$ cat src/rtl/serial_mod_fsm.sv
// Bit-serial running remainder mod MOD over framed input (sof/eof), MSB-first by default.
// Define SERIAL_MOD_LSB_FIRST_EN to build the wgt register and per-frame LSB-first order.
module serial_mod_fsm #(
   parameter  int MOD    = 5,
   parameter  int MAXLEN = 32,
   localparam int W      = ($clog2(MOD) < 1) ? 1 : $clog2(MOD),
   localparam int CW     = $clog2(MAXLEN + 1)
) (
   input  logic          clk,
   input  logic          rst,
   input  logic          in_valid,
   input  logic          in_bit,
   input  logic          in_sof,
   input  logic          in_eof,
   input  logic          lsb_first,
   output logic [W-1:0]  rem,
   output logic          divisible,
   output logic          done,
   output logic          busy,
   output logic [CW-1:0] bit_cnt,
   output logic          ovf
);

   typedef enum logic [1:0] {IDLE, RUN, DONE} state_t;

   localparam logic [W:0]    MODW = (W+1)'(MOD);
   localparam logic [CW-1:0] MAXC = CW'(MAXLEN);

   state_t        state_q, state_d;
   logic [W-1:0]  rem_q, rem_d, rem_base, rem_upd;
   logic [CW-1:0] cnt_q, cnt_d, cnt_base;
   logic          ovf_q, ovf_d, ovf_base;
   logic          accept;
   logic [W:0]    msb_sum, msb_red;
   logic [W-1:0]  msb_rem;

   // A sof bit restarts the arithmetic from zero before folding in the current bit.
   assign accept   = in_valid && (in_sof || (state_q == RUN));
   assign rem_base = in_sof ? '0 : rem_q;
   assign cnt_base = in_sof ? '0 : cnt_q;
   assign ovf_base = in_sof ? 1'b0 : ovf_q;

   assign msb_sum = {rem_base, 1'b0} + {{W{1'b0}}, in_bit};
   assign msb_red = (msb_sum >= MODW) ? (msb_sum - MODW) : msb_sum;
   assign msb_rem = msb_red[W-1:0];

`ifdef SERIAL_MOD_LSB_FIRST_EN
   logic [W-1:0] wgt_q, wgt_d, wgt_base, lsb_rem, wgt_nxt;
   logic [W:0]   lsb_sum, lsb_red, wgt_dbl, wgt_red;
   logic         lsb_q, lsb_d, lsb_mode;

   assign wgt_base = in_sof ? W'(1) : wgt_q;
   assign lsb_mode = in_sof ? lsb_first : lsb_q;
   assign lsb_sum  = {1'b0, rem_base} + (in_bit ? {1'b0, wgt_base} : '0);
   assign lsb_red  = (lsb_sum >= MODW) ? (lsb_sum - MODW) : lsb_sum;
   assign lsb_rem  = lsb_red[W-1:0];
   assign wgt_dbl  = {wgt_base, 1'b0};
   assign wgt_red  = (wgt_dbl >= MODW) ? (wgt_dbl - MODW) : wgt_dbl;
   assign wgt_nxt  = wgt_red[W-1:0];
   assign rem_upd  = lsb_mode ? lsb_rem : msb_rem;

   always_comb begin
      wgt_d = wgt_q;
      lsb_d = lsb_q;
      if (accept) begin
         wgt_d = wgt_nxt;
         lsb_d = lsb_mode;
      end
   end

   always_ff @(posedge clk or posedge rst) begin
      if (rst) begin
         wgt_q <= W'(1);
         lsb_q <= 1'b0;
      end else begin
         wgt_q <= wgt_d;
         lsb_q <= lsb_d;
      end
   end
`else
   logic unused_lsb_first;
   assign unused_lsb_first = lsb_first;
   assign rem_upd          = msb_rem;
`endif

   always_comb begin
      state_d = state_q;
      rem_d   = rem_q;
      cnt_d   = cnt_q;
      ovf_d   = ovf_q;
      if (accept) begin
         rem_d   = rem_upd;
         state_d = in_eof ? DONE : RUN;
         // Length saturates at MAXLEN; any further bit marks the frame as overflowed.
         if (cnt_base == MAXC) begin
            cnt_d = cnt_base;
            ovf_d = 1'b1;
         end else begin
            cnt_d = cnt_base + CW'(1);
            ovf_d = ovf_base;
         end
      end else if (state_q == DONE) begin
         // DONE lasts a single cycle regardless of in_valid so done is a true pulse.
         state_d = IDLE;
      end
   end

   always_ff @(posedge clk or posedge rst) begin
      if (rst) begin
         state_q <= IDLE;
         rem_q   <= '0;
         cnt_q   <= '0;
         ovf_q   <= 1'b0;
      end else begin
         state_q <= state_d;
         rem_q   <= rem_d;
         cnt_q   <= cnt_d;
         ovf_q   <= ovf_d;
      end
   end

   assign rem       = rem_q;
   assign bit_cnt   = cnt_q;
   assign ovf       = ovf_q;
   assign done      = (state_q == DONE);
   assign busy      = (state_q == RUN);
   assign divisible = (rem_q == '0) && (state_q != IDLE);

endmodule

$ cat config.mk
export PLATFORM = sky130hd
export DESIGN_NAME = serial_mod_fsm
export DESIGN_NICKNAME = d
export VERILOG_FILES = /design/src/rtl/serial_mod_fsm.sv
export SDC_FILE = /design/constraint.sdc
export NUM_CORES = 1
export LEC_CHECK = 0
export BUFFER_PORTS_ARGS = -buffer_cell sky130_fd_sc_hd__buf_2
export CAP_MARGIN = 5
export CORE_UTILIZATION = 50
export CTS_BUF_LIST = sky130_fd_sc_hd__clkbuf_2
export CTS_CLUSTER_SIZE = 30
export DETAILED_ROUTE_END_ITERATION = 16
export GPL_TIMING_DRIVEN = 0
export PLACE_DENSITY_LB_ADDON = 0.1
export SLEW_MARGIN = 15
export SYNTH_ARGS = -nofsm -noshare
export SYNTH_HDL_FRONTEND = slang
export SYNTH_SLANG_ARGS = --single-unit
$ cat constraint.sdc
create_clock -name clk -period 2 [get_ports clk]
set_input_delay 0.1 -clock clk [delete_from_list [all_inputs] [get_ports clk]]
set_output_delay 0.1 -clock clk [all_outputs]
set_load 0.01 [all_outputs]
# Word level (Yosys, flattened, before mapping)
# Cells that the tools add are included.
# op_classes
n_reduce_logical	8
bitwise_logic	0
eq_ne	3
add_sub_neg	3
n_lt_le_gt_ge	1
n_shift	0
n_mux	9
n_mul	0
div	0
# ops
cell	count
$mux W6	2
$add A6 B1 Y6 const B	1
$eq A6 B6 Y1 const B	1
$mux W2	3
$mux W3	2
$reduce_bool A2 Y1	3
$add A4 B1 Y4	1
$ge A4 B3 Y1 const B	1
$logic_not A3 Y1	1
$sub A3 B3 Y3 const B	1
$eq A2 B1 Y1 const B	1
$eq A2 B2 Y1 const B	1
$logic_and A1 B1 Y1	2
$mux W1	2
$reduce_and A2 Y1	1
$logic_or A1 B1 Y1	1
# word_totals
inputBits	7
elab_cells	28
ram_bits	0
latchBits	0
mem_bits_ro	0
regBits	12
mem_count	0

# Longest topological paths before layout
# depth
ltp_word	4
ltp_mapped	7
ltp_nobuf	6

# Least setup slack after synthesis
# Ideal clock, no wire load.
# synth_timing
path_type	reg2reg
start	register cnt_q[1] (netlist: bit_cnt[1])
end	register cnt_q[4] (netlist: bit_cnt[4])
arrival_time_ns	1.552
n_path_buf	0
period_less_slack_ns	1.687
setup_ns	0.135
path_stages_with_launch	5
slack_ns	0.313
t_required_ns	1.865
path_cell_list	dfrtp_1 -> or4b_1 -> or3_4 -> or4b_1 -> a31oi_1
# synth_between
elab_chain_cells	3
elab_cells_between_ends	4
# synth_rtl
element	line	source
start: declaration	31	logic [CW-1:0] cnt_q, cnt_d, cnt_base;
start signal: assignment	117	cnt_q <= cnt_d;
$mux W6 *	40	assign cnt_base = in_sof ? '0 : cnt_q;
$add A6 B1 Y6 or $eq A6 B6 Y1 (tied branches)	99, 95	
$mux W6 *	95	if (cnt_base == MAXC) begin
# Mark *: on every way between the ends. The rest lies on a longest branch, timed or not.
# A chain may end at the register's enable or synchronous reset.

# Worst setup path in the final report
# Ends and elaborated chain as after synthesis.

==> results.ini <==
[status]
outcome = finished clean

[power_and_ir_drop]
internal_power_uw = 454
switching_share_pct = 39.9
p_sw_uw = 301
power_uw = 756
ir_drop_mv = 0.528
power.density_mw_per_mm2 = 939
comb_power_share_pct = 33.8
power_frac_seq_pct = 49.3
clock_power_share_pct = 16.9
leakagePower_nw = 0.413

[detailed_routing]
drt_iter0_markers = 9
vias = 633
ant_nets = 0
dr.pass1.iters = 5
wl_met3_um = 62
routed_wl_um = 1480
top_layer = met4
wl_per_cell_um = 14.1
wl_met1_um = 674
drc_errors = 0
wl_met2_um = 725
avgViaCountPerCell = 6.03

[setup_path]
cp_slowest_cell = or4b_1
worstPathArrival_ns = 1.91
endpoint_kind = register
cp_cell_sequence = or4b_1 -> or3_4 -> or4b_1 -> a31oi_1
cp_top_family = simple AND/OR/NAND/NOR gates
crit_fanout = 7
critical_path_buf_inv_count = 0
worstSetupPathType = register to register
path_common_cell = or4b_1
slowest_delay_ns = 0.55
rrSetupSlack_ns = 0.25
worstRegToRegCells = 4
crit_cells = 4
worstPathRequired_ns = 2.16
cp-start-kind = register
rr_endpoint = bit_cnt[4]$_DFFE_PP0P_
reg2reg_from = bit_cnt[1]$_DFFE_PP0P_

[timing]
post-route-min-period_ns = 1.75
maxSlewViolCount = 0
tightest_slew_ns = 0.645
fmax_mhz = 571
hold_viol = 0
rsz0062_at_grt = false
setup_viol = 0
setup_ws_ns = 0.248
fin_crit_sh_pct = 87.6
slew_headroom_pct = 56.4
skew_ns = 0.000905
finalSetupTns_ns = 0

[finish]
area_delta_synth_final_pct = 20.4
fin_nets = 101
mostFrequentLayoutCells = 19 x buf_2, 12 x dfrtp_1, 6 x nand2_1
drive_gt1_share_pct = 27.5
num-fill-cells = 104
register_area_um2 = 300
multi_input_area_um2 = 344
antenna_cells = 0
final_common_cell = buf_2
fin_area_um2 = 805
final_util_pct = 68.7

[synthesis]
synth_edf_count = 0
synthFlopType = dfrtp_1
async_flop_share_pct = 100
yosysUniqueCellTypes = 32
synth_area_um2 = 668
synth.avg_cell_area_um2 = 9.83
ys_warn_count = 0
syn-num-nets = 77
syn_inst = 68
seq_area_frac_synth_pct = 44.9
ys_ff_latch = 12

[clock_tree]
root_buffer = clkbuf_2
htreeDepth = 1
clkLatencyLatePin_ns = 0.26
post_cts_resized = 0
cts_sinks = 12
postCtsSetupBuffers = 0
numCtsBuffers = 3
clk_pin_slew_ns = 0.12
tritoncts = done
hold_buffers = 1
cts_max_path_buffers = 2

[placement]
routabilityCongestion = 0.739
io_buffers = 18
dpl-instance-area_um2 = 776
preCtsSetupSlack_ns = 0.254
hpwl_um = 1100

[min_path]
worstHoldPathCells = 2
min_path_type = input port to register
hold_end = bit_cnt[3]$_DFFE_PP0P_
worstHoldStart = in_valid

[flow_run]
cap_violations = 0

[floorplanning]
die_area_mm2 = 0.00149
start_util_pct = 57.1
ioPinCount = 20
die_x_um = 38.6
dieHeight_um = 38.6
core_mm2 = 0.00117
num_rows = 12

[grt]
grt_overflow = 0
track_usage_pct = 22.5
grt_max_degree = 13
grt_pass1_vias = 530
grt_pass1_wl_um = 2250
antenna_found_initial = 0

[cell usage after synthesis, types with 2 or more instances]
cell type | instances | area share [%]
nand2_1 | 6 | 3.4
or4b_1 | 2 | 3.0
a31oi_1 | 5 | 4.7
ha_1 | 2 | 3.7
nor2b_1 | 2 | 1.9
nor2_1 | 2 | 1.1
nand2b_1 | 2 | 1.9
o21ai_0 | 5 | 3.7
a21oi_1 | 3 | 2.2
mux2i_1 | 2 | 3.0
inv_1 | 4 | 2.2
dfrtp_1 | 12 | 45
o21a_1 | 2 | 2.2
[metrics by stage]
stage	hold WS, ns	cells
CTS	0.0745	105
floorplan	-0.0353	68
global route	0.0771	105
global placement	0.126	100
finish	0.0804	105
detailed placement	0.134	100
[power by group through the flow]
stage	sequential, mW	clock [mW]	combinational (mW)
after CTS	0.372	0.127	0.258
after detailed placement	0.378	0	0.255
after global routing	0.382	0.134	0.283
after global placement	0.374	0	0.246
after floorplan	0.385	0	0.140
final	0.373	0.127	0.256
[cell type report]
class / instances / area share, %
clock buffer: 3 / 1.87
tap: 14 / 2.18
sequential: 12 / 37.3
buffer: 2 / 1.09
inverter: 4 / 1.87
timing repair buffer: 19 / 12.4
clock inverter: 1 / 0.467
multi-input combinational: 50 / 42.8
[flip-flops by register name, summed over array words and instances (netlist names)]
signal	flops
bit_cnt	6
rem	3
state_q	2
ovf	1
[logic make-up (layout without fill, tap and decap cells)]
| kind of cell | after synthesis | in the layout | synth area share, % |
|---|---|---|---|
| compound gates | 21 | 21 | 20.4 |
| xor+xnor | 1 | 1 | 1.31 |
| fa+ha+maj | 2 | 2 | 3.74 |
| buf+inv | 6 | 29 | 3.56 |
| flops | 12 | 12 | 44.9 |
| mux | 2 | 2 | 3.00 |
| simple gates | 24 | 24 | 23.0 |
[metal layers]
layer,up-vias,global-route usage (%)
met5,-,0
met4,0,8.62
met3,4,5.23
met2,23,38.3
met1,302,27.0
li1,304,-
[worst max-delay path by stage]
stage / start / end / slack [ns]
finish: bit_cnt[1]$_DFFE_PP0P_ / bit_cnt[4]$_DFFE_PP0P_ / 0.25
global route: bit_cnt[1]$_DFFE_PP0P_ / bit_cnt[4]$_DFFE_PP0P_ / 0.20
CTS: bit_cnt[1]$_DFFE_PP0P_ / bit_cnt[4]$_DFFE_PP0P_ / 0.25
detailed placement: in_sof / rem[1]$_DFFE_PP0P_ / 0.25
global placement: bit_cnt[1]$_DFFE_PP0P_ / bit_cnt[4]$_DFFE_PP0P_ / 0.27
floorplan: bit_cnt[1]$_DFFE_PP0P_ / bit_cnt[4]$_DFFE_PP0P_ / 0.31
No activity file was read; power rests on OpenSTA's default activity.
